<file path="config.mk">
export PLATFORM = sky130hd
export DESIGN_NAME = osd_fade_ctrl_flat
export DESIGN_NICKNAME = d
export VERILOG_FILES = /design/src/rtl/osd_ctrl_pkg.sv /design/src/rtl/osd_fade_ctrl_if.sv /design/src/rtl/frame_tick_det.sv /design/src/rtl/osd_fade_ctrl.sv /design/src/flat_wrapper.sv
export SDC_FILE = /design/constraint.sdc
export NUM_CORES = 1
export LEC_CHECK = 0
export CAP_MARGIN = 30
export CORE_MARGIN = 2
export CORE_UTILIZATION = 37
export DETAILED_ROUTE_END_ITERATION = 8
export MAX_ROUTING_LAYER = met4
export PLACE_DENSITY = 0.58
export SETUP_SLACK_MARGIN = 0.5
export SKIP_CTS_REPAIR_TIMING = 1
export SLEW_MARGIN = 20
export SYNTH_ARGS = -nofsm -noshare
export SYNTH_HDL_FRONTEND = slang
export SYNTH_SLANG_ARGS = --single-unit
</file>
<file path="constraint.sdc">
create_clock -name clk -period 4.5 [get_ports clk]
set_clock_uncertainty 0.1 [all_clocks]
set_input_delay 1.35 -clock clk [delete_from_list [all_inputs] [get_ports clk]]
set_output_delay 1.35 -clock clk [all_outputs]
set_load 0.03 [all_outputs]
</file>
<file path="src/rtl/osd_ctrl_pkg.sv">
// Shared definitions for the OSD fade controller: FSM states, register map and
// config register reset values.
package osd_ctrl_pkg;

  typedef enum logic [1:0] {StIdle, StFadeIn, StHold, StFadeOut} state_e;

  localparam logic [1:0] AddrCtrl       = 2'd0;
  localparam logic [1:0] AddrFadeStep   = 2'd1;
  localparam logic [1:0] AddrHoldFrames = 2'd2;
  localparam logic [1:0] AddrScrollStep = 2'd3;

  localparam logic [8:0]  FadeStepRst   = 9'd8;
  localparam logic [15:0] HoldFramesRst = 16'd300;
  localparam logic [7:0]  ScrollStepRst = 8'd1;

endpackage

</file>
<file path="src/rtl/osd_fade_ctrl_if.sv">
// Configuration write bus of the OSD fade controller.
interface osd_fade_ctrl_if;
  logic        cfg_we;
  logic [1:0]  cfg_addr;
  logic [15:0] cfg_wdata;

  modport master (output cfg_we, output cfg_addr, output cfg_wdata);
  modport slave  (input cfg_we, input cfg_addr, input cfg_wdata);
endinterface

</file>
<file path="src/rtl/frame_tick_det.sv">
// Rising-edge detector on the frame sync; tick is combinational in the
// cycle where vsync is high and its delayed copy is still low.
module frame_tick_det (
  input  logic clk,
  input  logic rst_n,
  input  logic vsync,
  output logic tick
);
  logic vsync_q;

  always_ff @(posedge clk or negedge rst_n) begin
    if (!rst_n) vsync_q <= 1'b0;
    else        vsync_q <= vsync;
  end

  assign tick = vsync & ~vsync_q;
endmodule

</file>
<file path="src/rtl/osd_fade_ctrl.sv">
// OSD fade controller: frame-paced alpha fade in/hold/fade out sequencer with
// a wrapping text scroll offset and shadowed configuration registers.
module osd_fade_ctrl
  import osd_ctrl_pkg::*;
#(
  parameter int unsigned SCROLL_WRAP = 1424,
  parameter int unsigned ALPHA_MAX   = 256
) (
  input  logic                  clk,
  input  logic                  rst_n,
  input  logic                  lcd_vsync,
  osd_fade_ctrl_if.slave        cfg,
  output logic [8:0]            alpha_data,
  output logic [10:0]           shift_data,
  output logic                  osd_en,
  output logic                  busy
);
  localparam logic [9:0]  AlphaMax   = 10'(ALPHA_MAX);
  localparam logic [11:0] ScrollWrap = 12'(SCROLL_WRAP);

  logic tick;

  frame_tick_det u_tick_det (
    .clk   (clk),
    .rst_n (rst_n),
    .vsync (lcd_vsync),
    .tick  (tick)
  );

  state_e      state_q, state_d;
  logic [9:0]  alpha_q, alpha_d;
  logic [15:0] hold_cnt_q, hold_cnt_d;
  logic [10:0] shift_q, shift_d;

  logic [8:0]  fade_step_sh_q, fade_step_q;
  logic [15:0] hold_frames_sh_q, hold_frames_q;
  logic [7:0]  scroll_step_sh_q, scroll_step_q;

  logic        ctrl_wr, start, stop;
  logic [9:0]  step_eff, alpha_dec, alpha_inc_raw, alpha_inc;
  logic [11:0] shift_sum;

  assign ctrl_wr = cfg.cfg_we && (cfg.cfg_addr == AddrCtrl);
  assign start   = ctrl_wr && cfg.cfg_wdata[0];
  assign stop    = ctrl_wr && cfg.cfg_wdata[1];

  // Zero step would stall a fade forever, so it behaves as one.
  assign step_eff      = (fade_step_q == '0) ? 10'd1 : {1'b0, fade_step_q};
  assign alpha_dec     = (alpha_q > step_eff) ? (alpha_q - step_eff) : '0;
  assign alpha_inc_raw = alpha_q + step_eff;
  assign alpha_inc     = (alpha_inc_raw >= AlphaMax) ? AlphaMax : alpha_inc_raw;
  assign shift_sum     = {1'b0, shift_q} + {4'b0, scroll_step_q};

  always_comb begin
    state_d    = state_q;
    alpha_d    = alpha_q;
    hold_cnt_d = hold_cnt_q;
    shift_d    = shift_q;

    if (tick) begin
      if (state_q != StIdle) begin
        shift_d = 11'((shift_sum >= ScrollWrap) ? (shift_sum - ScrollWrap) : shift_sum);
      end
      case (state_q)
        StFadeIn: begin
          alpha_d = alpha_dec;
          if (alpha_dec == '0) begin
            hold_cnt_d = hold_frames_q;
            state_d    = StHold;
          end
        end
        StHold: begin
          if (hold_cnt_q == '0) state_d = StFadeOut;
          else                  hold_cnt_d = hold_cnt_q - 16'd1;
        end
        StFadeOut: begin
          alpha_d = alpha_inc;
          if (alpha_inc == AlphaMax) state_d = StIdle;
        end
        default: ;
      endcase
    end

    // Control writes override the tick-driven transition; stop wins over start.
    if (stop) begin
      if (state_q == StFadeIn || state_q == StHold) state_d = StFadeOut;
    end else if (start && state_q == StIdle) begin
      alpha_d = AlphaMax;
      state_d = StFadeIn;
    end
  end

  always_ff @(posedge clk or negedge rst_n) begin
    if (!rst_n) begin
      state_q    <= StIdle;
      alpha_q    <= AlphaMax;
      hold_cnt_q <= '0;
      shift_q    <= '0;
    end else begin
      state_q    <= state_d;
      alpha_q    <= alpha_d;
      hold_cnt_q <= hold_cnt_d;
      shift_q    <= shift_d;
    end
  end

  // Writes land in shadows; active copies only move on a frame boundary.
  always_ff @(posedge clk or negedge rst_n) begin
    if (!rst_n) begin
      fade_step_sh_q   <= FadeStepRst;
      hold_frames_sh_q <= HoldFramesRst;
      scroll_step_sh_q <= ScrollStepRst;
      fade_step_q      <= FadeStepRst;
      hold_frames_q    <= HoldFramesRst;
      scroll_step_q    <= ScrollStepRst;
    end else begin
      if (tick) begin
        fade_step_q   <= fade_step_sh_q;
        hold_frames_q <= hold_frames_sh_q;
        scroll_step_q <= scroll_step_sh_q;
      end
      if (cfg.cfg_we && cfg.cfg_addr == AddrFadeStep)   fade_step_sh_q   <= cfg.cfg_wdata[8:0];
      if (cfg.cfg_we && cfg.cfg_addr == AddrHoldFrames) hold_frames_sh_q <= cfg.cfg_wdata;
      if (cfg.cfg_we && cfg.cfg_addr == AddrScrollStep) scroll_step_sh_q <= cfg.cfg_wdata[7:0];
    end
  end

  assign alpha_data = alpha_q[8:0];
  assign shift_data = shift_q;
  assign osd_en     = (state_q != StIdle);
  assign busy       = (state_q == StFadeIn) || (state_q == StFadeOut);

endmodule

</file>
<file path="src/flat_wrapper.sv">
// flat-port wrapper written by rule: the top's interface ports become plain ports
module osd_fade_ctrl_flat import osd_ctrl_pkg::*;
#(
  parameter int unsigned SCROLL_WRAP = 1424,
  parameter int unsigned ALPHA_MAX   = 256
)
  (clk, rst_n, lcd_vsync, alpha_data, shift_data, osd_en, busy, cfg_cfg_we, cfg_cfg_addr, cfg_cfg_wdata);
  osd_fade_ctrl_if cfg_i ();
  input  logic clk;
  input  logic rst_n;
  input  logic lcd_vsync;
  output logic [8:0] alpha_data;
  output logic [10:0] shift_data;
  output logic osd_en;
  output logic busy;
  input wire logic [$bits(cfg_i.cfg_we)-1:0] cfg_cfg_we;
  input wire logic [$bits(cfg_i.cfg_addr)-1:0] cfg_cfg_addr;
  input wire logic [$bits(cfg_i.cfg_wdata)-1:0] cfg_cfg_wdata;
  assign cfg_i.cfg_we = cfg_cfg_we;
  assign cfg_i.cfg_addr = cfg_cfg_addr;
  assign cfg_i.cfg_wdata = cfg_cfg_wdata;
  osd_fade_ctrl #(.SCROLL_WRAP(SCROLL_WRAP), .ALPHA_MAX(ALPHA_MAX)) u_core (.clk(clk), .rst_n(rst_n), .lcd_vsync(lcd_vsync), .cfg(cfg_i), .alpha_data(alpha_data), .shift_data(shift_data), .osd_en(osd_en), .busy(busy));
endmodule
</file>
==> Flow_metrics.wiki, run 1 <==
{| class="wikitable"
! Metric !! Value
|-
| Gp weighted congestion || 0.872
|-
| Amount of wire on met3 after detailed routing || 643 µm
|-
| First-iteration detailed-routing DRC count || 429
|-
| WL met2 || 8110 µm
|-
| IO Count || 44
|-
| Largest area contributor in the netlist || sky130_fd_sc_hd__dfrtp_1
|-
| Destination of the worst register-to-register timing path || u_core.shift_data[8]
|-
| Unrepaired setup endpoints after global routing || false
|-
| WL per Instance || 17.7 µm
|-
| IR Drop Worst-Case VDD || 0.338 mV
|-
| Length of the first detailed-routing pass in iterations || 5
|-
| Total clock sinks || 106
|-
| Distinct cell type count of the synthesized netlist || 85
|-
| Number of antenna cells inserted || 0
|-
| Largest stage delay on the critical path || 530 ps
|-
| Run status || completed
|-
| Die width || 139 µm
|-
| Critical-path cell list || ha_1 > inv_1 > fa_1 > and2b_2 > o21ai_0 > a21oi_1 > inv_1 > ha_4 > inv_1 > or4_1 > mux2i_1 > o21ai_0 > nand4_1 > and4_1 > a2111oi_2 > nand3_1
|-
| Origin of the critical flop-to-flop path || u_core.scroll_step_q[0]
|-
| Commonest cells after routing, fill and taps aside || sky130_fd_sc_hd__nand2_1 (112), sky130_fd_sc_hd__dfrtp_1 (93), sky130_fd_sc_hd__o21ai_0 (51)
|-
| Via density per instance || 5.59
|-
| IO buf count || 43
|-
| Top cell type's share of synthesized area || 34.4%
|-
| Worst Tran Pin Value || 889 ps
|-
| Worst max-slew margin expressed relative to the limit || 40.6%
|-
| Upper clock frequency limit || 0.264 GHz
|-
| Detailed-route via count || 5525
|-
| Area share of and/or/nand/nor cells after synthesis || 18.8%
|-
| H-tree depth reported by CTS || 3
|-
| Wirelength, routed || 17500 µm
|-
| Number of max-slew violations in the final report || 0
|-
| Synth Flop Type || sky130_fd_sc_hd__dfrtp_1
|-
| Top cell by count, worst path || sky130_fd_sc_hd__inv_1
|-
| Number of synthesized flops with an enable pin || 0
|-
| Count of endpoints failing setup in the final report || 0
|-
| Max layer used || met4
|-
| Placed instance area || 0.00728 mm²
|-
| Final count of hold timing violations || 0
|-
| Post-synthesis compound-gate area fraction || 19.1%
|-
| Share of cell area taken by muxes after synthesis || 7.01%
|-
| Worst reg-to-reg setup slack || 710 ps
|-
| First-pass GRT wire length || 28400 µm
|-
| Clock insertion delay at the later pin of the skew report || 360 ps
|-
| Worst Setup Path Type || flip-flop to flip-flop
|-
| Overall overflow remaining after global route || 0
|-
| Clock Path Buffers || 2
|-
| Mean cell area of the mapped netlist || 9.16 µm²
|-
| Share of final-layout standard cells stronger than drive strength 1 || 13.8%
|-
| Synth Area in Adders || 7.37%
|-
| Area of the mapped netlist || 0.00676 mm²
|-
| Routed length on met1 || 8390 µm
|-
| Number of fill cells || 1749
|-
| Final HPWL DP || 12400 µm
|-
| Hold-critical path depth || 2
|-
| Peak fanout along the critical path || 6
|-
| Standby leakage power || 3.29 nW
|-
| Cell types with the largest area share after synthesis || sky130_fd_sc_hd__dfrtp_1 (34%), sky130_fd_sc_hd__ha_1 (6.5%), sky130_fd_sc_hd__nand2_1 (6.2%), sky130_fd_sc_hd__mux2_2 (5.8%), sky130_fd_sc_hd__dfstp_2 (5.1%)
|-
| Endpoint of the worst hold-timing path || u_core.hold_frames_q[8]
|-
| Parity-gate share of the synthesized area counting xor and xnor cells || 2.07%
|-
| Cell area power density || 650 mW/mm²
|-
| Slowest cell on crit path || sky130_fd_sc_hd__dfstp_2
|-
| Number of synthesized register bits || 106
|-
| Worst Setup Slack, final || 713 ps
|-
| Worst hold start || u_core.hold_frames_sh_q[8]
|-
| Number of clock buffers inserted by TritonCTS || 9
|-
| Via count of the first global-routing pass || 5523
|-
| Dominant combinational cell family by area after synthesis || compound AO/OA/AOI/OAI gates
|-
| Nets in the synthesized netlist || 798
|-
| Worst reg-to-reg path cell count || 16
|-
| Crit path DAT || 3920 ps
|-
| Maximum number of pins on one net before global-route repair || 70
|-
| Setup Slack @ Placement || 579 ps
|-
| Initial antenna violation count || 0
|-
| Fraction of registers with async set or reset after synthesis || 100%
|-
| Worst setup EP type || flip-flop
|-
| Max-cap viol count || 0
|-
| Area growth from synthesis to layout || 13.7%
|-
| Initial cell density of the core || 37.6%
|-
| Final min period || 3790 ps
|-
| Fin crit share || 84.2%
|-
| Part of the Yosys area used for sequential elements || 39.5%
|-
| Core Box Area || 0.0180 mm²
|-
| Accumulated negative setup slack || 0 ps
|-
| Reg clk slew, reported paths || 80 ps
|-
| Final nets || 815
|-
| Site Rows || 49
|-
| Die height || 139 µm
|-
| Critical path startpoint category || flip-flop
|-
| Gate Count Post-Synth || 738
|-
| Total non-filler cell area in the finished layout || 0.00769 mm²
|-
| CP Data Required Time || 4640 ps
|-
| Remaining number of nets flagged by the antenna check after routing || 0
|-
| Total track usage || 18.7%
|-
| Worst hold-check path type || flip-flop to flip-flop
|-
| Yosys warnings || 0
|-
| Most frequent standard cell in the layout excluding fill and tap cells || sky130_fd_sc_hd__nand2_1
|-
| Area of the die || 0.0194 mm²
|-
| CTS tree || built
|-
| DR DRC count || 0
|-
| Root buffer cell || sky130_fd_sc_hd__clkbuf_16
|}
## kinds of logic (layout without fill, tap and decap cells)
| family | Yosys count | count (layout) |
|---|---|---|
| and+or+nand+nor | 259 | 259 |
| buffers and inverters | 91 | 113 |
| AOI/OAI and AO/OA | 185 | 185 |
| DFF | 106 | 106 |
| muxes | 43 | 43 |
| xor gates and xnor gates | 16 | 16 |
| adders and majority gates | 38 | 38 |
## cells in the mapped netlist (10+ instances only)
cell,number
sky130_fd_sc_hd__a21oi_1,29
sky130_fd_sc_hd__buf_4,11
sky130_fd_sc_hd__clkbuf_1,25
sky130_fd_sc_hd__dfrtp_1,93
sky130_fd_sc_hd__dfstp_2,13
sky130_fd_sc_hd__ha_1,35
sky130_fd_sc_hd__inv_1,42
sky130_fd_sc_hd__mux2_2,35
sky130_fd_sc_hd__nand2_1,112
sky130_fd_sc_hd__nand3_1,17
sky130_fd_sc_hd__nor2_1,41
sky130_fd_sc_hd__nor3_1,17
sky130_fd_sc_hd__o21a_1,12
sky130_fd_sc_hd__o21ai_0,51
sky130_fd_sc_hd__o2bb2ai_1,10
sky130_fd_sc_hd__or3_1,10
sky130_fd_sc_hd__xor2_1,10
## stage by stage
stage	utilization [%]	hold WS (ps)	instances	total power, mW
finish	42.8	353	989	5.00
floorplan	-	332	738	3.42
detailed placement	40.5	347	968	4.07
global route	42.8	368	989	5.37
CTS	42.2	357	984	4.92
global placement	40.5	344	968	4.03
## worst max path at each step
stage | startpoint | endpoint | slack, ps | cells after the start
floorplan | u_core.shift_data[0] | u_core.shift_data[8] | 980 | 15
global placement | u_core.fade_step_q[1] | u_core.hold_cnt_q[7] | 700 | 14
detailed placement | u_core.fade_step_q[1] | u_core.hold_cnt_q[12] | 580 | 14
CTS | u_core.fade_step_q[1] | u_core.hold_cnt_q[12] | 550 | 14
global route | u_core.scroll_step_q[0] | u_core.shift_data[8] | 490 | 16
finish | u_core.scroll_step_q[0] | u_core.shift_data[8] | 710 | 16
## area by class of cell
type | count | area (µm²) | area share [%]
Clock buffer | 9 | 225 | 2.93
Clock inverter | 7 | 77.6 | 1.01
Inverter | 42 | 158 | 2.05
Multi-Input combinational cell | 541 | 3730 | 48.5
Sequential cell | 106 | 2670 | 34.7
Tap cell | 229 | 287 | 3.73
Timing Repair Buffer | 55 | 542 | 7.05
## registers in the layout, indices dropped and copies added, names as in the netlist
register / count
u_core.hold_cnt_q: 16
u_core.hold_frames_q: 16
u_core.hold_frames_sh_q: 16
u_core.shift_data: 11
u_core.alpha_q: 10
u_core.fade_step_q: 9
u_core.fade_step_sh_q: 9
u_core.scroll_step_q: 8
u_core.scroll_step_sh_q: 8
u_core.state_q: 2
u_core.u_tick_det.vsync_q: 1
## critical path, delay by kind of cell, from the launching register on
kind                     cells  cell delay (ps)
multiplexers                 1               70
AND/OR/NAND/NOR              5              970
AO/OA/AOI/OAI                4              940
buffers and inverters        3              260
flip-flops                   1              530
adder cells (fa/ha/maj)      3              780
## routing by layer
layer / global-route usage (%) / vias to the layer above
met5: - / -
met4: 6.49 / 0
met3: 2.94 / 25
met2: 29.0 / 146
met1: 24.9 / 2699
li1: - / 2655
## power breakdown
group          internal [mW]  leakage, nW  total (mW)  switching, mW
clock                  0.435        0.134       0.822          0.387
combinational           1.11         1.87        2.70           1.59
sequential              1.23         1.29        1.48          0.255
total                   2.77         3.29        5.00           2.23
Note: power is estimated with default switching activity, not from simulation.
==> run 2: changes to the inputs <==
--- a/config.mk
+++ b/config.mk
@@ -10,7 +10,7 @@
 export CORE_UTILIZATION = 37
 export DETAILED_ROUTE_END_ITERATION = 8
 export MAX_ROUTING_LAYER = met4
-export PLACE_DENSITY = 0.58
+export PLACE_DENSITY = 0.6
 export SETUP_SLACK_MARGIN = 0.5
 export SKIP_CTS_REPAIR_TIMING = 1
 export SLEW_MARGIN = 20
==> constraint.sdc (replaced) <==
create_clock -name clk -period 3.2 [get_ports clk]
set_clock_uncertainty 0.1 [all_clocks]
set_input_delay 0.96 -clock clk [delete_from_list [all_inputs] [get_ports clk]]
set_output_delay 0.96 -clock clk [all_outputs]
set_load 0.03 [all_outputs]
==> run 2 against run 1 <==
The flow now finishes with violations (negative setup slack). Final area rose by 13%. Sequential power rose by 39%. Sequential share of layout area fell by 3.8 points. Critical path depth fell by 1. Utilization rose by 5.4 points. Global-route usage rose by 0.30 points. First-iteration DRC count fell by 24%. Critical endpoint is now u_core.hold_cnt_q[2].
==> Flow_metrics.wiki, run 2 (synthesized netlist as in run 1, its figures left out) <==
{| class="wikitable"
! Metric !! Value
|-
| Wirelength, routed || 18100 µm (+3.3%)
|-
| Worst Setup Slack, final || -215 ps (-928 ps)
|-
| Total power draw || 8.03 mW (+60%)
|-
| Cell area power density || 927 mW/mm² (+43%)
|-
| Worst setup EP type || flip-flop
|-
| First-pass GRT wire length || 28800 µm (+1.5%)
|-
| Final nets || 894 (+9.7%)
|-
| Length of the first detailed-routing pass in iterations || 5 (unchanged)
|-
| Site Rows || 49 (unchanged)
|-
| Max-cap viol count || 0 (unchanged)
|-
| CP Data Required Time || 3340 ps (-1300 ps)
|-
| Reg clk slew, reported paths || 70 ps (about the same)
|-
| Die width || 139 µm (unchanged)
|-
| Final count of hold timing violations || 0 (unchanged)
|-
| Highest-utilization routing layer at the global route stage || met2
|-
| Remaining number of nets flagged by the antenna check after routing || 0 (unchanged)
|-
| Maximum number of pins on one net before global-route repair || 44 (-37%)
|-
| Clock Path Buffers || 2 (unchanged)
|-
| Area occupied by multi-input gates || 0.00406 mm² (+8.9%)
|-
| H-tree depth reported by CTS || 3 (unchanged)
|-
| Final HPWL DP || 13200 µm (+5.9%)
|-
| Total track usage || 19.0% (+0.30 points)
|-
| Final cell utilization of the core || 48.2% (+5.4 points)
|-
| Standby leakage power || 3.81 nW (+16%)
|-
| Placed cells || 1043 (+7.7%)
|-
| Gp weighted congestion || 0.860 (-1.4%)
|-
| Unrepaired setup endpoints after global routing || true
|-
| Final Non-Filler Cells || 1068 (+8.0%)
|-
| Most frequent standard cell in the layout excluding fill and tap cells || sky130_fd_sc_hd__nand2_1
|-
| Worst max-slew margin expressed relative to the limit || 50.5% (+9.9 points)
|-
| Via count of the first global-routing pass || 5492 (-0.56%)
|-
| Root buffer cell || sky130_fd_sc_hd__clkbuf_16
|-
| Worst Tran Pin Value || 737 ps (-152 ps)
|-
| Core Box Area || 0.0180 mm² (unchanged)
|-
| Setup Slack @ Placement || -243 ps (-822 ps)
|-
| Share of final-layout standard cells stronger than drive strength 1 || 28.7% (+15 points)
|-
| IR Drop Worst-Case VDD || 0.432 mV (+28%)
|-
| Peak fanout along the critical path || 8 (+2)
|-
| Initial antenna violation count || 0 (unchanged)
|-
| Violated checks || negative setup slack
|-
| Run status || finished, violations left
|-
| CTS tree || built
|-
| Commonest cells after routing, fill and taps aside || sky130_fd_sc_hd__nand2_1 (111), sky130_fd_sc_hd__dfrtp_1 (90), sky130_fd_sc_hd__buf_4 (81)
|-
| Number of fill cells || 1712 (-2.1%)
|-
| Met3 Resource Use GR || 1.97% (-0.97 points)
|-
| Reg area || 0.00267 mm² (+0.14%)
|-
| Global Route met1 Usage || 26.6% (+1.7 points)
|-
| Number of max-slew violations in the final report || 0 (unchanged)
|-
| Via density per instance || 5.45 (-2.5%)
|-
| Regs by FF count || u_core.hold_cnt_q: 16 flops, u_core.hold_frames_q: 16 flops, u_core.hold_frames_sh_q: 16 flops
|-
| Total clock sinks || 106 (unchanged)
|-
| Area growth from synthesis to layout || 28.0%
|-
| Detailed-route via count || 5818 (+5.3%)
|-
| First-iteration detailed-routing DRC count || 324 (-24%)
|-
| Number of clock buffers inserted by TritonCTS || 9 (unchanged)
|-
| Clock insertion delay at the later pin of the skew report || 350 ps (about the same)
|-
| IO buf count || 43 (unchanged)
|-
| DR DRC count || 0 (unchanged)
|-
| Fin crit share || 107% (+23 points)
|-
| Met2 track demand over resource || 29.1% (+0.078 points)
|-
| Overall overflow remaining after global route || 0 (unchanged)
|-
| WL per Instance || 16.9 µm (-4.4%)
|-
| Area of the die || 0.0194 mm² (unchanged)
|-
| Die height || 139 µm (unchanged)
|-
| Crit path DAT || 3560 ps (-360 ps)
|-
| IO Count || 44 (unchanged)
|-
| Critical path startpoint category || flip-flop
|-
| Number of antenna cells inserted || 0 (unchanged)
|-
| Final min period || 3420 ps (-372 ps)
|-
| Upper clock frequency limit || 0.293 GHz (+11%)
|-
| Worst Setup Path Type || flip-flop to flip-flop
|-
| Count of endpoints failing setup in the final report || 32 (+32)
|-
| Initial cell density of the core || 37.6% (unchanged)
|-
| Worst hold-check path type || flip-flop to flip-flop
|}
[run 2: metal layers]
| layer | vias to the layer above | routed length [µm] |
|---|---|---|
| li1 | 2820 | - |
| met1 | 2856 | 8850 |
| met4 | 0 | 351 |
| met3 | 25 | 504 |
| met5 | - | 0 |
| met2 | 117 | 8390 |
[run 2: worst max-delay path: stages, from the launching register on]
cell and delay, ps:
sky130_fd_sc_hd__dfrtp_1 390, sky130_fd_sc_hd__nor4_2 280, sky130_fd_sc_hd__a41o_1 220, sky130_fd_sc_hd__ha_2 190, sky130_fd_sc_hd__inv_2 40, sky130_fd_sc_hd__fa_2 340
sky130_fd_sc_hd__a21oi_2 190, sky130_fd_sc_hd__a2bb2oi_2 230, sky130_fd_sc_hd__and2_4 190, sky130_fd_sc_hd__xnor2_1 140, sky130_fd_sc_hd__nor3_1 80, sky130_fd_sc_hd__nor4bb_4 160
sky130_fd_sc_hd__buf_4 160, sky130_fd_sc_hd__buf_6 130, sky130_fd_sc_hd__or2_4 270, sky130_fd_sc_hd__a22o_1 200
[run 2: layout make-up]
type,instances,share of cell area (%)
sequential,106,30.9
inverter,42,1.82
clock inverter,6,0.766
timing repair buffer,134,13.6
tap,229,3.31
multi-input combinational,541,46.9
clock buffer,10,2.65
[run 2: per-stage QoR]
stage | hold WS (ps) | TNS (ps) | instance area, µm²
after floorplan | 332 | -211 | 6880
after global placement | 343 | -3350 | 8000
after detailed placement | 349 | -3760 | 8000
after CTS | 356 | -4190 | 8300
after global routing | 388 | -9900 | 8650
final | 352 | -4490 | 8650
[run 2: power by group]
part	switching, mW	internal, mW
registers	0.327	1.73
clock network	0.523	0.611
logic	2.63	2.21
[run 2: final timing paths]
check	to	cells past startpoint	startpoint	slack [ps]
worst max register to register	u_core.hold_cnt_q[2]	15	u_core.fade_step_q[1]	-220
worst min register to register	u_core.hold_frames_q[3]	2	u_core.hold_frames_sh_q[3]	350
min in group asynchronous	u_core.alpha_q[6]	1	rst_n	480
worst min-delay path	u_core.hold_frames_q[3]	2	u_core.hold_frames_sh_q[3]	350
worst max-delay path	u_core.hold_cnt_q[2]	15	u_core.fade_step_q[1]	-220
max in group asynchronous	u_core.scroll_step_q[0]	2	rst_n	1830
